<file path="config.mk">
export PLATFORM = sky130hd
export DESIGN_NAME = alu_reservation_station
export DESIGN_NICKNAME = d
export VERILOG_FILES = /design/src/rtl/alu_reservation_station_pkg.sv /design/src/rtl/alu_reservation_station_picker.sv /design/src/rtl/alu_reservation_station.sv
export SDC_FILE = /design/constraint.sdc
export NUM_CORES = 2
export LEC_CHECK = 0
export CELL_PAD_IN_SITES_DETAIL_PLACEMENT = 1
export CELL_PAD_IN_SITES_GLOBAL_PLACEMENT = 1
export CORE_MARGIN = 4
export CORE_UTILIZATION = 46
export CTS_CLUSTER_DIAMETER = 100
export DETAILED_ROUTE_END_ITERATION = 6
export MAX_ROUTING_LAYER = met4
export PLACE_DENSITY = 0.92
export REMOVE_ABC_BUFFERS = 1
export SLEW_MARGIN = 5
export SYNTH_ARGS = -nofsm -noshare
export SYNTH_HDL_FRONTEND = slang
export SYNTH_SLANG_ARGS = --single-unit
</file>
<file path="constraint.sdc">
create_clock -name clk -period 5.1 [get_ports clk]
set_clock_uncertainty 0.15 [all_clocks]
set_input_delay 1.02 -clock clk [delete_from_list [all_inputs] [get_ports clk]]
set_output_delay 1.02 -clock clk [all_outputs]
set_load 0.02 [all_outputs]
</file>
<file path="src/rtl/alu_reservation_station_pkg.sv">
// Shared types for the ALU reservation station: issue payload, CDB broadcast,
// station entry record and sizing constants.
package module_types;

    localparam int PHYS_W   = 6;
    localparam int ROB_W    = 5;
    localparam int XLEN     = 32;
    localparam int RS_DEPTH = 8;

    typedef enum logic [3:0] {
        ALU_ADD   = 4'd0,
        ALU_SUB   = 4'd1,
        ALU_AND   = 4'd2,
        ALU_OR    = 4'd3,
        ALU_XOR   = 4'd4,
        ALU_SLL   = 4'd5,
        ALU_SRL   = 4'd6,
        ALU_SRA   = 4'd7,
        ALU_SLT   = 4'd8,
        ALU_SLTU  = 4'd9,
        ALU_LUI   = 4'd10,
        ALU_AUIPC = 4'd11
    } alu_op_t;

    typedef struct packed {
        alu_op_t             alu_op;
        logic [ROB_W-1:0]    robIndex;
        logic [PHYS_W-1:0]   phys_rd;
        logic [XLEN-1:0]     rs1_v;
        logic [XLEN-1:0]     rs2_v;
        logic [XLEN-1:0]     imm;
        logic                use_imm;
    } functional_unit_t;

    typedef struct packed {
        logic                valid;
        logic [PHYS_W-1:0]   commit_phys_rd_addr;
        logic [XLEN-1:0]     data;
    } cdb_output_t;

    typedef struct packed {
        logic                valid;
        functional_unit_t    uop;
        logic [PHYS_W-1:0]   rs1_ps;
        logic [PHYS_W-1:0]   rs2_ps;
        logic                rs1_rdy;
        logic                rs2_rdy;
    } rs_entry_t;

endpackage

</file>
<file path="src/rtl/alu_reservation_station_picker.sv">
// Lowest-index one-hot select; shared by free-slot allocation and ready-entry
// selection.
module rs_priority_picker #(
    parameter int N = 8
) (
    input  logic [N-1:0] req,
    output logic [N-1:0] grant,
    output logic         any
);

    // Two's-complement trick isolates the lowest set request bit.
    assign grant = req & (~req + {{(N-1){1'b0}}, 1'b1});
    assign any   = |req;

endmodule

</file>
<file path="src/rtl/alu_reservation_station.sv">
// ALU reservation station: holds dispatched uops until both operands are
// captured (at dispatch or from the CDB) and issues one ready uop per cycle.
module alu_reservation_station
    import module_types::*;
#(
    parameter int DEPTH   = RS_DEPTH,
    parameter int NUM_CDB = 1
) (
    input  logic              clk,
    input  logic              rst,
    input  logic              flush,
    input  logic              dispatch_valid,
    output logic              dispatch_ready,
    input  functional_unit_t  dispatch_uop,
    input  logic [PHYS_W-1:0] dispatch_rs1_ps,
    input  logic [PHYS_W-1:0] dispatch_rs2_ps,
    input  logic              dispatch_rs1_rdy,
    input  logic              dispatch_rs2_rdy,
    input  cdb_output_t       cdb [NUM_CDB],
    output logic              start,
    output functional_unit_t  functional_arith_unit,
    input  logic              stall
);

    localparam int UOP_W   = $bits(functional_unit_t);
    localparam int ENTRY_W = $bits(rs_entry_t);

    rs_entry_t        entries_r     [DEPTH];
    rs_entry_t        woken_s       [DEPTH];
    rs_entry_t        entries_nxt_s [DEPTH];
    rs_entry_t        new_entry_s;
    logic             wake_s        [DEPTH][NUM_CDB][2];
    logic             byp_s         [NUM_CDB][2];
    logic [DEPTH-1:0] free_s;
    logic [DEPTH-1:0] alloc_oh_s;
    logic [DEPTH-1:0] valid_nxt_s;
    logic [DEPTH-1:0] rdy_nxt_s;
    logic [DEPTH-1:0] sel_nxt_oh_s;
    logic [DEPTH-1:0] sel_oh_r;
    logic             alloc_any_s;
    logic             sel_nxt_any_s;
    logic             dispatch_fire_s;
    logic             issue_fire_s;
    logic [UOP_W-1:0] payload_nxt_s;

    assign dispatch_fire_s = dispatch_valid && dispatch_ready && alloc_any_s;
    assign issue_fire_s    = start && !stall;

    // Tag 0 is the hard-wired zero register and never counts as a producer.
    for (genvar e = 0; e < DEPTH; e++) begin : g_entry
        assign free_s[e]      = ~entries_r[e].valid;
        assign valid_nxt_s[e] = entries_nxt_s[e].valid;
        assign rdy_nxt_s[e]   = entries_nxt_s[e].valid && entries_nxt_s[e].rs1_rdy
                                && entries_nxt_s[e].rs2_rdy;
        for (genvar c = 0; c < NUM_CDB; c++) begin : g_cdb
            assign wake_s[e][c][0] = cdb[c].valid
                && (cdb[c].commit_phys_rd_addr != {PHYS_W{1'b0}})
                && (cdb[c].commit_phys_rd_addr == entries_r[e].rs1_ps);
            assign wake_s[e][c][1] = cdb[c].valid
                && (cdb[c].commit_phys_rd_addr != {PHYS_W{1'b0}})
                && (cdb[c].commit_phys_rd_addr == entries_r[e].rs2_ps);
        end
    end

    for (genvar c = 0; c < NUM_CDB; c++) begin : g_bypass
        assign byp_s[c][0] = cdb[c].valid
            && (cdb[c].commit_phys_rd_addr != {PHYS_W{1'b0}})
            && (cdb[c].commit_phys_rd_addr == dispatch_rs1_ps);
        assign byp_s[c][1] = cdb[c].valid
            && (cdb[c].commit_phys_rd_addr != {PHYS_W{1'b0}})
            && (cdb[c].commit_phys_rd_addr == dispatch_rs2_ps);
    end

    rs_priority_picker #(.N(DEPTH)) u_alloc_pick (
        .req   (free_s),
        .grant (alloc_oh_s),
        .any   (alloc_any_s)
    );

    rs_priority_picker #(.N(DEPTH)) u_sel_pick (
        .req   (rdy_nxt_s),
        .grant (sel_nxt_oh_s),
        .any   (sel_nxt_any_s)
    );

    // CDB wakeup of waiting operands; a ready operand is never overwritten.
    always_comb begin
        for (int e = 0; e < DEPTH; e++) begin
            woken_s[e] = entries_r[e];
            for (int c = 0; c < NUM_CDB; c++) begin
                woken_s[e].uop.rs1_v = (entries_r[e].valid && !entries_r[e].rs1_rdy && wake_s[e][c][0])
                                       ? cdb[c].data : woken_s[e].uop.rs1_v;
                woken_s[e].rs1_rdy   = woken_s[e].rs1_rdy
                                       | (entries_r[e].valid && wake_s[e][c][0]);
                woken_s[e].uop.rs2_v = (entries_r[e].valid && !entries_r[e].rs2_rdy && wake_s[e][c][1])
                                       ? cdb[c].data : woken_s[e].uop.rs2_v;
                woken_s[e].rs2_rdy   = woken_s[e].rs2_rdy
                                       | (entries_r[e].valid && wake_s[e][c][1]);
            end
        end
    end

    // Build the incoming entry, applying same-cycle CDB bypass and tag-0 forcing.
    always_comb begin
        new_entry_s.valid   = 1'b1;
        new_entry_s.uop     = dispatch_uop;
        new_entry_s.rs1_ps  = dispatch_rs1_ps;
        new_entry_s.rs2_ps  = dispatch_rs2_ps;
        new_entry_s.rs1_rdy = dispatch_rs1_rdy;
        new_entry_s.rs2_rdy = dispatch_rs2_rdy;
        for (int c = 0; c < NUM_CDB; c++) begin
            new_entry_s.uop.rs1_v = (!dispatch_rs1_rdy && byp_s[c][0]) ? cdb[c].data : new_entry_s.uop.rs1_v;
            new_entry_s.rs1_rdy   = new_entry_s.rs1_rdy | byp_s[c][0];
            new_entry_s.uop.rs2_v = (!dispatch_rs2_rdy && byp_s[c][1]) ? cdb[c].data : new_entry_s.uop.rs2_v;
            new_entry_s.rs2_rdy   = new_entry_s.rs2_rdy | byp_s[c][1];
        end
        if (dispatch_rs1_ps == {PHYS_W{1'b0}}) begin
            new_entry_s.rs1_rdy   = 1'b1;
            new_entry_s.uop.rs1_v = {XLEN{1'b0}};
        end else begin
            new_entry_s.rs1_rdy   = new_entry_s.rs1_rdy;
        end
        if (dispatch_rs2_ps == {PHYS_W{1'b0}}) begin
            new_entry_s.rs2_rdy   = 1'b1;
            new_entry_s.uop.rs2_v = {XLEN{1'b0}};
        end else begin
            new_entry_s.rs2_rdy   = new_entry_s.rs2_rdy;
        end
    end

    // Next entry state: flush beats dispatch, which never targets the issuing slot.
    always_comb begin
        for (int e = 0; e < DEPTH; e++) begin
            if (flush) begin
                entries_nxt_s[e] = {ENTRY_W{1'b0}};
            end else if (dispatch_fire_s && alloc_oh_s[e]) begin
                entries_nxt_s[e] = new_entry_s;
            end else if (issue_fire_s && sel_oh_r[e]) begin
                entries_nxt_s[e]       = woken_s[e];
                entries_nxt_s[e].valid = 1'b0;
            end else begin
                entries_nxt_s[e] = woken_s[e];
            end
        end
    end

    // Payload of the entry that will be selected next cycle.
    always_comb begin
        payload_nxt_s = {UOP_W{1'b0}};
        for (int e = 0; e < DEPTH; e++) begin
            payload_nxt_s = payload_nxt_s | ({UOP_W{sel_nxt_oh_s[e]}} & entries_nxt_s[e].uop);
        end
    end

    // Outputs are registered from next state so they track the current entries.
    always_ff @(posedge clk) begin
        if (rst) begin
            for (int e = 0; e < DEPTH; e++) begin
                entries_r[e] <= {ENTRY_W{1'b0}};
            end
            sel_oh_r              <= {DEPTH{1'b0}};
            start                 <= 1'b0;
            functional_arith_unit <= {UOP_W{1'b0}};
            dispatch_ready        <= 1'b1;
        end else begin
            for (int e = 0; e < DEPTH; e++) begin
                entries_r[e] <= entries_nxt_s[e];
            end
            sel_oh_r              <= sel_nxt_oh_s;
            start                 <= sel_nxt_any_s;
            functional_arith_unit <= functional_unit_t'(payload_nxt_s);
            dispatch_ready        <= ~(&valid_nxt_s);
        end
    end

endmodule
</file>
==> results.md <==
- Summed over all layers, the global routing overflow is 0.
- The total negative slack for setup checks is 0 ns.
- In the final design database the tool counted 6654 nets.
- The number of vias per cell after detailed routing is 6.57.
- The flow ran to the end, and the final reports show no timing, DRC or antenna violations.
- The die covers 123000 um^2.
- The instance count after placement with tap cells included is 7887.
- The wire length per cell is 27.7 um.
- The post-route DRC violation count is 0.
- The core region is 116000 um^2.
- The number of buffers inserted to repair setup after CTS is 0.
- The width of the die is 350 um.
- Setup repair after global routing left no endpoint under its margin.
- Row generation in the floorplan step produced 125 rows.
- Detailed placement finished with a half-perimeter wire length of 122000 um.
- The classification of the worst-slack hold path is reg -> reg.
- The final-report hold violation count came to 0.
- Summing all multi-input logic gate instances after layout gives 28500 um^2.
- The final instance area is 62800 um^2.
- After the flow finishes, the layout carries non-filler instances totaling 8127.
- A synthesized cell averages 8.21 um^2.
- The worst-case clock buffer depth is 3.
- IR analysis of the VDD net gives a maximum drop of 0.000319 V.
- After detailed placement, the total cell area comes to 58600 um^2.
- Counting flops with an async set or reset pin after synthesis yields a share of 0.
- For this design, the CTS-stage hold fixing added 0 buffers.
- The setup path with the least slack is of type in -> reg.
- The post-route minimum period is 4.73 ns.
- The die is 350 um tall.
- Summing over every cut layer, the via total after detailed routing is 53386.
- STA classifies the critical path endpoint as a flip-flop.
- The number of antenna violations at the first check in global routing is 19.
- The standby leakage power is 23.6 nW.
- The number of flops mapped to enable cells by yosys is 0.
- The slew of the pin with the lowest slew margin is 1.15 ns.
- The synthesized instance count is 6560.
- The synthesized netlist contains 69 unique library cells.
- The total of endpoints with negative setup slack in the final report is 0.
- After clock tree synthesis, the clock-pin slew on the worst setup and hold paths is 0.06 ns.
- For this run, the number of Yosys warnings is 0.
- Traced cell by cell, the critical path runs through clkdlybuf4s50_1 -> buf_4 -> xnor2_1 -> and4_1 -> a311oi_2 -> nor2_1 -> o2111ai_2 -> nand4_4 -> nor4b_4 -> buf_12 -> nand2b_1 -> a41oi_1.
- The root buffer cell is sky130_fd_sc_hd__clkbuf_16.
- Of the synthesized area, sequential elements account for 0.423.
- Among all stages on the critical path, the largest delay is contributed by sky130_fd_sc_hd__a311oi_2.
- The headroom to the max-slew limit is 0.235.
- The initial core utilization is 0.464.
- TritonCTS built the clock tree.
- The maximum net fanout on the critical path is 66.
- The layout has 13360 filler cells.
- Ranked by total cell area, the synthesized netlist is headed by sky130_fd_sc_hd__dfxtp_1, sky130_fd_sc_hd__mux2i_1, sky130_fd_sc_hd__nor2_1.
- The highest clock rate is 0.211 GHz.
- The I/O pin count is 284.
- The first global-routing pass estimated 340000 um of wire.
- The total buffers and inverters traversed by the critical path is 3.
- The max-capacitance violation count is 0.
- The CTS H-tree depth is 3.
- The number of global-route vias before repair was 57729.
- The starting DRC count in detailed routing is 6116.
- The signed area change from the synthesized netlist to the final layout is 16.6%.
- Among all flip-flop cells after synthesis, the most frequent one is sky130_fd_sc_hd__dfxtp_1.
- The cell type with the highest aggregate area in the netlist is sky130_fd_sc_hd__dfxtp_1.
- The max-slew violation count is 0.
- The proportion of layout cells with a drive suffix above 1 is 0.0861.
- The total length of routed wires is 225000 um.
- The sequential cells in the finished layout cover a total of 22800 um^2.
- During placement, the flow inserted port buffers numbering 283.
- The combined global-route utilization of all metal layers is 0.363.
- The power density over the cells is 312 nW/um^2.
- The cell area after synthesis is 53900 um^2.
- The routability-driven placement congestion ratio is 0.888.
- The final clock period utilization by the worst path is 0.928.
- The clock latency on the worst-skew pair is 0.76 ns.
- The share of the synthesized area in the top cell type is 0.423.
- In this design, the largest share of critical-path delay is due to buffers and inverters.
- The number of search-and-repair iterations in the first detailed-routing pass is 6.
- STA classifies the critical path startpoint as a primary input.
- The TritonCTS buffer count is 119.
- The total power is 19.6 mW.
- Data on the critical path arrives at its endpoint at 5.21 ns.
- Synthesis inferred 1138 register bits.
- The pin count of the biggest net entering global routing is 157.
- At the worst endpoint, the required time is 5.58 ns.
- The number of nets with antenna violations after detailed routing is 0.
- The number of sinks on the clock net is 1138.
- The maximum single-stage delay on the critical path is 0.64 ns.
## cells in the mapped netlist, types with 3 or more instances
master	instances
sky130_fd_sc_hd__dfxtp_1	1138
sky130_fd_sc_hd__nor2_1	982
sky130_fd_sc_hd__nand2_1	923
sky130_fd_sc_hd__mux2i_1	711
sky130_fd_sc_hd__clkbuf_1	563
sky130_fd_sc_hd__a21oi_1	509
sky130_fd_sc_hd__o21ai_0	287
sky130_fd_sc_hd__a211oi_1	133
sky130_fd_sc_hd__a31oi_1	113
sky130_fd_sc_hd__o22a_1	110
sky130_fd_sc_hd__buf_1	82
sky130_fd_sc_hd__nor3_1	73
sky130_fd_sc_hd__nand2b_1	72
sky130_fd_sc_hd__nor3b_1	68
sky130_fd_sc_hd__xor2_1	68
sky130_fd_sc_hd__a2111oi_0	66
sky130_fd_sc_hd__nor4_1	53
sky130_fd_sc_hd__a22oi_1	50
sky130_fd_sc_hd__o221a_2	49
sky130_fd_sc_hd__a211o_1	42
sky130_fd_sc_hd__buf_2	42
sky130_fd_sc_hd__nor2b_1	42
sky130_fd_sc_hd__xnor2_1	40
sky130_fd_sc_hd__a41oi_1	35
sky130_fd_sc_hd__o211ai_1	34
sky130_fd_sc_hd__a21o_1	33
sky130_fd_sc_hd__mux2_2	33
sky130_fd_sc_hd__o22ai_1	32
sky130_fd_sc_hd__o32ai_1	32
sky130_fd_sc_hd__o41ai_1	32
sky130_fd_sc_hd__nand4_1	18
sky130_fd_sc_hd__inv_1	11
sky130_fd_sc_hd__clkbuf_2	9
sky130_fd_sc_hd__buf_4	7
sky130_fd_sc_hd__buf_6	6
sky130_fd_sc_hd__or2_2	6
sky130_fd_sc_hd__nand3_1	5
sky130_fd_sc_hd__or3_1	5
sky130_fd_sc_hd__nand3b_1	4
sky130_fd_sc_hd__a221oi_1	3
sky130_fd_sc_hd__nand4b_1	3
## cell type report
cell class                 instances  area share
clock buffer                     182      0.0576
timing repair buffer             512      0.0850
multi-input combinational       4702       0.454
tap                             1524      0.0304
antenna                           20    0.000797
inverter                          11    0.000658
sequential                      1138       0.363
clock inverter                    38     0.00887
## stage by stage
| stage | util | worst slack, ns | hold slack [ns] |
|---|---|---|---|
| after global placement | 0.504 | 0.157 | 0.300 |
| after global routing | 0.540 | 0.346 | 0.328 |
| after detailed placement | 0.504 | -0.0185 | 0.306 |
| final | 0.540 | 0.370 | 0.315 |
| after CTS | 0.540 | 0.504 | 0.316 |
| after floorplan | - | -14.82 | 0.294 |
## cells by family (layout without fill, tap and decap cells)
kind of cell,after synthesis,count (layout),synth area share
other,0,20,0
muxes,744,744,0.139
and+or+nand+nor,2272,2272,0.177
DFF,1138,1138,0.423
buffers and inverters,720,743,0.0527
AOI/OAI and AO/OA,1578,1578,0.191
xor gates and xnor gates,108,108,0.0176
## worst min-delay path: cells and delay by family, from the launching register on
family	cells	cell delay [ns]
flops	1	0.30
simple gates	1	0.06
compound gates	1	0.06
## path summary, 6_finish.rpt
kind | from | to | slack, ns | cells past startpoint
max | cdb[37] | functional_arith_unit[54] | 0.37 | 12
min | entries_r[1][293] | entries_r[1][293] | 0.32 | 2
max reg2reg | entries_r[0][126] | functional_arith_unit[54] | 0.83 | 10
min reg2reg | entries_r[1][293] | entries_r[1][293] | 0.32 | 2
## per-layer routing
| metal | global-route usage | vias up | share of wire |
|---|---|---|---|
| met3 | 0.0876 | 1112 | 0.095 |
| met5 | - | - | 0 |
| met2 | 0.582 | 3116 | 0.47 |
| met4 | 0.234 | 0 | 0.064 |
| li1 | - | 22769 | - |
| met1 | 0.405 | 26389 | 0.37 |
## where the power goes
group          switching, mW  internal (mW)
clock                   3.98           5.39
sequential            0.0297           8.94
combinational          0.874          0.389
## cells in the final DEF (no fill, tap or decap), types with 66 or more instances in the layout
cell type,netlist,final
sky130_fd_sc_hd__a2111oi_0,66,66
sky130_fd_sc_hd__nor3_1,73,70
sky130_fd_sc_hd__mux2i_1,711,711
sky130_fd_sc_hd__a31oi_1,113,113
sky130_fd_sc_hd__xor2_1,68,68
sky130_fd_sc_hd__a21oi_1,509,509
sky130_fd_sc_hd__nor3b_1,68,67
sky130_fd_sc_hd__nor2_1,982,971
sky130_fd_sc_hd__buf_4,7,167
sky130_fd_sc_hd__a211oi_1,133,132
sky130_fd_sc_hd__clkbuf_16,0,119
sky130_fd_sc_hd__nand2b_1,72,67
sky130_fd_sc_hd__clkdlybuf4s50_1,0,281
sky130_fd_sc_hd__o22a_1,110,110
sky130_fd_sc_hd__dfxtp_1,1138,1138
sky130_fd_sc_hd__nand2_1,923,920
sky130_fd_sc_hd__o21ai_0,287,287
## what timing repair did
| item | in CTS | in global routing |
|---|---|---|
| endpoints found under the setup margin | 0 | 1 |
| endpoints found under the hold margin | 0 | 0 |
| gates resized for setup | 0 | 1 |
## registers in the layout, indices dropped and copies added, names as in the netlist
name and flops:
start 1, entries_r 1016, functional_arith_unit 112, dispatch_ready 1, sel_oh_r 8
No activity file was read; power rests on OpenSTA's default activity.
